<file path="config.mk">
export PLATFORM = sky130hd
export DESIGN_NAME = lcd_pixel_feeder
export DESIGN_NICKNAME = d
export VERILOG_FILES = /design/src/rtl/lcd_pixel_feeder.sv
export SDC_FILE = /design/constraint.sdc
export NUM_CORES = 1
export LEC_CHECK = 0
export CAP_MARGIN = 20
export CORE_ASPECT_RATIO = 0.8
export CORE_UTILIZATION = 59
export CTS_BUF_LIST = sky130_fd_sc_hd__clkbuf_4
export DETAILED_ROUTE_END_ITERATION = 12
export PLACE_DENSITY = 0.9
export SKIP_CTS_REPAIR_TIMING = 1
export SLEW_MARGIN = 40
export SYNTH_ARGS = -nofsm -noshare
export SYNTH_HDL_FRONTEND = slang
export SYNTH_SLANG_ARGS = --single-unit
</file>
<file path="constraint.sdc">
create_clock -name clk -period 4.2 [get_ports clk]
set_clock_uncertainty 0.2 [all_clocks]
set_input_delay 0.84 -clock clk [delete_from_list [all_inputs] [get_ports clk]]
set_output_delay 0.84 -clock clk [all_outputs]
set_load 0.01 [all_outputs]
</file>
<file path="src/rtl/lcd_pixel_feeder.sv">
// lcd_pixel_feeder
// Consumer end of the frame download queue. Pops the 17-bit token stream
// from a first-word-fall-through FIFO, keeps it aligned with the LCD
// controller's frame/line timing and answers every LCD pixel request with
// one RGB565 pixel one cycle later. Missing pixels are replaced by
// UNDERFLOW_COLOR and counted; timing mismatches pulse sync_error and the
// block re-aligns on the next frame or line marker.
module lcd_pixel_feeder #(
    parameter int          FRAME_WIDTH     = 480,
    parameter int          FRAME_HEIGHT    = 272,
    parameter logic [15:0] UNDERFLOW_COLOR = 16'h0000
) (
    input  logic        clk,
    input  logic        reset_n,
    input  logic [16:0] queue_data_i,
    input  logic        queue_empty,
    output logic        queue_rd_en,
    input  logic        lcd_frame_start,
    input  logic        lcd_line_start,
    input  logic        lcd_pixel_req,
    output logic [15:0] pixel_o,
    output logic        pixel_valid,
    output logic        frame_active,
    output logic        sync_error,
    output logic        frame_done,
    output logic [15:0] underflow_count
);

    localparam int COL_W = $clog2(FRAME_WIDTH + 1);
    localparam int ROW_W = $clog2(FRAME_HEIGHT + 1);

    localparam logic [COL_W-1:0] COL_LAST = COL_W'(FRAME_WIDTH);
    localparam logic [ROW_W-1:0] ROW_LAST = ROW_W'(FRAME_HEIGHT);

    // Stream marker encodings; any token with bit 16 clear is a pixel.
    localparam logic [16:0] TOK_FS = 17'h10000;
    localparam logic [16:0] TOK_LS = 17'h10001;
    localparam logic [16:0] TOK_FE = 17'h1FFFF;

    typedef enum logic [2:0] {
        ST_SEEK_FRAME = 3'd0,
        ST_WAIT_LINE  = 3'd1,
        ST_LINE       = 3'd2,
        ST_DRAIN      = 3'd3,
        ST_END        = 3'd4
    } state_t;

    state_t           state_r;
    logic [ROW_W-1:0] row_r;
    logic [COL_W-1:0] col_r;
    logic             dirty_r;

    logic             head_fs_s;
    logic             head_ls_s;
    logic             head_fe_s;
    logic             head_pix_s;
    logic             head_other_s;
    logic             pop_s;
    logic [COL_W-1:0] col_inc_s;
    logic [ROW_W-1:0] row_inc_s;
    logic             line_end_s;
    logic             last_row_s;
    logic             timing_abort_s;

    // Saturating increment for the per-frame underflow counter.
    function automatic logic [15:0] sat_inc16(input logic [15:0] v);
        if (v == 16'hFFFF) begin
            return v;
        end else begin
            return v + 16'd1;
        end
    endfunction

    // Classify the queue head; every class is false while the queue is empty.
    always_comb begin
        head_fs_s    = 1'b0;
        head_ls_s    = 1'b0;
        head_fe_s    = 1'b0;
        head_pix_s   = 1'b0;
        head_other_s = 1'b0;
        if (!queue_empty) begin
            head_fs_s    = (queue_data_i == TOK_FS);
            head_ls_s    = (queue_data_i == TOK_LS);
            head_fe_s    = (queue_data_i == TOK_FE);
            head_pix_s   = ~queue_data_i[16];
            head_other_s = queue_data_i[16] & (queue_data_i != TOK_FS) &
                           (queue_data_i != TOK_LS) & (queue_data_i != TOK_FE);
        end else begin
            head_fs_s    = 1'b0;
        end
    end

    // Line/frame position helpers used at the end of each active line.
    always_comb begin
        col_inc_s      = col_r + COL_W'(1);
        row_inc_s      = row_r + ROW_W'(1);
        line_end_s     = (col_inc_s == COL_LAST);
        last_row_s     = (row_inc_s == ROW_LAST);
        timing_abort_s = lcd_frame_start & (state_r != ST_SEEK_FRAME);
    end

    // Pop decision for the current head; must be combinational so the FIFO
    // advances in the same cycle the head is decoded.
    always_comb begin
        pop_s = 1'b0;
        if (!reset_n) begin
            pop_s = 1'b0;
        end else if (timing_abort_s) begin
            pop_s = 1'b0;
        end else begin
            case (state_r)
                ST_SEEK_FRAME: begin
                    if (head_fs_s) begin
                        pop_s = lcd_frame_start;
                    end else begin
                        pop_s = ~queue_empty;
                    end
                end
                ST_WAIT_LINE: begin
                    if (lcd_line_start) begin
                        pop_s = head_ls_s;
                    end else begin
                        pop_s = 1'b0;
                    end
                end
                ST_LINE: begin
                    if (lcd_pixel_req) begin
                        pop_s = head_pix_s;
                    end else begin
                        pop_s = 1'b0;
                    end
                end
                ST_DRAIN: begin
                    if (lcd_line_start) begin
                        pop_s = 1'b0;
                    end else begin
                        pop_s = head_pix_s | head_other_s;
                    end
                end
                ST_END: begin
                    pop_s = head_pix_s | head_fe_s | head_other_s;
                end
                default: begin
                    pop_s = 1'b0;
                end
            endcase
        end
    end

    assign queue_rd_en = pop_s;

    // Stream alignment state machine with registered pixel and status outputs.
    always_ff @(posedge clk) begin
        if (!reset_n) begin
            state_r         <= ST_SEEK_FRAME;
            row_r           <= '0;
            col_r           <= '0;
            dirty_r         <= 1'b0;
            pixel_o         <= 16'h0000;
            pixel_valid     <= 1'b0;
            frame_active    <= 1'b0;
            sync_error      <= 1'b0;
            frame_done      <= 1'b0;
            underflow_count <= 16'h0000;
        end else begin
            sync_error  <= 1'b0;
            frame_done  <= 1'b0;
            pixel_valid <= lcd_pixel_req;
            if (lcd_pixel_req) begin
                pixel_o <= UNDERFLOW_COLOR;
            end
            if (timing_abort_s) begin
                sync_error   <= 1'b1;
                frame_active <= 1'b0;
                state_r      <= ST_SEEK_FRAME;
            end else begin
                case (state_r)
                    ST_SEEK_FRAME: begin
                        if (head_fs_s && lcd_frame_start) begin
                            row_r           <= '0;
                            col_r           <= '0;
                            underflow_count <= 16'h0000;
                            frame_active    <= 1'b1;
                            state_r         <= ST_WAIT_LINE;
                        end
                    end
                    ST_WAIT_LINE: begin
                        if (lcd_line_start) begin
                            col_r   <= '0;
                            state_r <= ST_LINE;
                            if (head_ls_s) begin
                                dirty_r <= 1'b0;
                            end else begin
                                // Empty queue is a silent underrun; a wrong
                                // token at the head is a real misalignment.
                                dirty_r    <= 1'b1;
                                sync_error <= ~queue_empty;
                            end
                        end
                    end
                    ST_LINE: begin
                        if (lcd_pixel_req) begin
                            col_r <= col_inc_s;
                            if (head_pix_s) begin
                                pixel_o <= queue_data_i[15:0];
                            end else begin
                                underflow_count <= sat_inc16(underflow_count);
                                dirty_r         <= 1'b1;
                            end
                            if (line_end_s) begin
                                row_r <= row_inc_s;
                                if (last_row_s) begin
                                    state_r <= ST_END;
                                end else if (dirty_r || !head_pix_s) begin
                                    state_r <= ST_DRAIN;
                                end else begin
                                    state_r <= ST_WAIT_LINE;
                                end
                            end
                        end
                    end
                    ST_DRAIN: begin
                        if (lcd_line_start) begin
                            // Still misaligned when the LCD starts a line:
                            // serve the whole line with the underflow colour.
                            col_r   <= '0;
                            dirty_r <= 1'b1;
                            state_r <= ST_LINE;
                        end else if (head_ls_s) begin
                            state_r <= ST_WAIT_LINE;
                        end else if (head_fe_s || head_fs_s) begin
                            sync_error   <= 1'b1;
                            frame_active <= 1'b0;
                            state_r      <= ST_SEEK_FRAME;
                        end
                    end
                    ST_END: begin
                        if (head_fe_s) begin
                            frame_done   <= 1'b1;
                            frame_active <= 1'b0;
                            state_r      <= ST_SEEK_FRAME;
                        end else if (head_ls_s || head_fs_s) begin
                            sync_error   <= 1'b1;
                            frame_active <= 1'b0;
                            state_r      <= ST_SEEK_FRAME;
                        end
                    end
                    default: begin
                        frame_active <= 1'b0;
                        state_r      <= ST_SEEK_FRAME;
                    end
                endcase
            end
        end
    end

endmodule

</file>
==> flow_summary_export.csv <==
group,metric,value,unit
outcome,outcome,"finished clean",
run,maxCapViolCount,0,
placed_design,io_buffers,59,
synthesis,synthFlopType,"dfxtp_1",
routing,via_per_inst,6.43,
global_route,grt_util_met3,9.34,%
routing,drc,0,
floorplan,die_area,0.00607,sq mm
power,power_switching,253,uW
cts,cts_tree,"done",
critical_path,worstPathRequired,3.16,ns
finish,layoutNonFillerInstCount,578,
cts,clockRootBuffer,"clkbuf_4",
power,p_clk_share,38.5,%
synthesis,synth_cell_types,68,
power,combPwrFrac,7.8,%
global_route,grt_max_degree,27,
routing,avgRoutedWirePerCell,16.3,microns
critical_path,critPathCaptureType,"output port",
synthesis,synth.yosys.warnings,0,
synthesis,yosysTopAreaCellShare,34.2,%
power,totalPowerFinal,1.03,mW
synthesis,ys_async_sr_fraction,0,%
finish,mostFrequentLayoutCells,"dfxtp_1 (58), clkdlybuf4s50_1 (58), a21oi_1 (50)",
global_route,globalRouteTotalUtil,32.3,%
power,power.density,240,mW/mm^2
floorplan,die_w,86.9,microns
timing,drv_slew,0,
critical_path,path_class,"input port to output port",
global_route,gr-usage-met2,48.5,%
placed_design,hpwl,6700,microns
power,p_seq_share,53.7,%
finish,area_growth,26.1,%
placed_design,place_inst,562,
global_route,grt_overflow,0,
finish,nets,521,
timing,rsz0062_at_grt,"no",
routing,via_count,3717,
critical_path,crit_path_cell_trace,"clkdlybuf4s50_1 -> nor4_2 -> and3_2 -> nand3_1 -> nor2_1 -> a21oi_1 -> a221oi_1 -> dlymetal6s2s_1",
critical_path,critPathLaunchType,"input port",
global_route,grt-busiest-layer,"met2",
placed_design,pre_cts_ws,0.0832,ns
floorplan,io_pins,60,
cts,numCtsBuffers,9,
power,power.internal,774,uW
synthesis,synthesis.area,0.00340,sq mm
floorplan,dieHeight,69.9,microns
global_route,antenna_found_initial,0,
placed_design,place_congestion,0.963,
timing,worst_slack,0.417,ns
cts,htree_levels,3,
critical_path,cp_top_family,"simple AND/OR/NAND/NOR gates",
power,peakVddDrop,0.187,mV
synthesis,ys_top_cells_by_area,"dfxtp_1 (34%), a21oi_1 (7.4%), nor2_1 (4.4%)",
floorplan,start_util,61.8,%
synthesis,ys_seq_area_share,34.2,%
floorplan,coreArea,0.00550,sq mm
cts,clk_latency,0.41,ns
timing,slew_headroom,45.9,%
synthesis,ys_seq_elements,58,
global_route,grt_pass1_vias,3263,
routing,drtAntennaViolNets,0,
synthesis,syn_inst,425,
timing,tightest_slew,0.808,ns
finish,drive_gt1_share,12.6,%
timing,min_period_over_period,90.1,%
synthesis,synthesis.nets,451,
global_route,grt_first_pass_wirelength,15300,microns
timing,finalSetupTns,0,ns
timing,setup_viol,0,
routing,first_iter_violations,350,
min_path,hp-class,"register to register",
critical_path,critPathArrivalTime,2.74,ns
routing,dr.pass1.iters,6,
cts,clk_pin_slew,0.11,ns
routing,routed_wl,9420,microns
synthesis,synth_edf_count,0,
timing,fmax,264,MHz
timing,period_needed,3.78,ns
critical_path,crit_slowest_cell,"clkdlybuf4s50_1",
synthesis,synth_area_per_cell,8.00,sq um
critical_path,critical_path.max_fanout,4,
power,power.leakage,1.44,nW
finish,diodes,0,
power,swShare,24.6,%
critical_path,critPathMaxStageDelay,0.44,ns
cts,clock_path_buffers,2,
critical_path,cp_num_buf_inv,2,
cts,clock-sinks,58,
timing,hold_viol,0,
synthesis,yosysTopAreaCell,"dfxtp_1",
floorplan,row_count,24,
global_route,met1_usage,43.2,%
[metrics by stage]
stage               util [%]  hold slack (ns)  cell area [sq um]
CTS                     77.8            0.308               4270
detailed placement      75.4            0.286               4140
global placement        75.4            0.272               4140
finish                  78.0            0.305               4280
global route            78.0            0.344               4280
floorplan                  -            0.282               3400
[kinds of logic after synthesis]
family,synth area share (%)
muxes,1.47
buffers and inverters,4.12
adders and majority gates,1.10
AOI/OAI and AO/OA,24.0
xor gates and xnor gates,0.258
DFF,34.2
and+or+nand+nor,34.8
[cell type report]
cell class | count | area (sq um)
clock buffers | 10 | 75.1
clock inverters | 6 | 57.6
fillers | 392 | 1210
inverters | 6 | 22.5
multi-input cells | 338 | 2100
flip-flops and latches | 58 | 1160
well taps | 78 | 97.6
repair buffers | 82 | 766
[power groups by stage]
stage / combinational (mW) / sequential, mW / clock (mW)
2_1_floorplan: 0.0234 / 0.565 / 0
3_3_place_gp: 0.0762 / 0.564 / 0
3_5_place_dp: 0.0770 / 0.564 / 0
4_1_cts: 0.0777 / 0.552 / 0.402
5_1_grt: 0.0848 / 0.552 / 0.424
6_report: 0.0801 / 0.552 / 0.395
[synth_stat cells (all sizes together), types with 10 or more instances]
| master | n |
|---|---|
| buf | 11 |
| dfxtp | 58 |
| clkbuf | 12 |
| or3 | 11 |
| o21ai | 24 |
| nor2 | 40 |
| nor2b | 19 |
| nand3 | 20 |
| nand2 | 39 |
| nor4 | 10 |
| a21oi | 51 |
| and2 | 11 |
| nand4 | 15 |
[per-layer routing]
layer | part of all wire, % | up-vias | wire, microns
li1 | - | 1735 | -
met1 | 43 | 1734 | 4050
met2 | 46 | 218 | 4300
met3 | 9.2 | 30 | 871
met4 | 2.2 | 0 | 209
met5 | 0 | - | 0
[worst paths after layout]
check	slack [ns]	startpoint	depth (start not counted)	end
max	0.42	queue_data_i[1]	8	queue_rd_en
min reg2reg	0.30	underflow_count[12]	2	underflow_count[12]
max reg2reg	1.48	col_r[0]	7	row_r[4]
min	0.30	underflow_count[12]	2	underflow_count[12]
[tightest hold or removal path: stages, from the launching register on]
cell and delay [ns]:
dfxtp_1 0.35, o31ai_1 0.07, a21oi_1 0.05
Power figures use the tool's default switching activity.
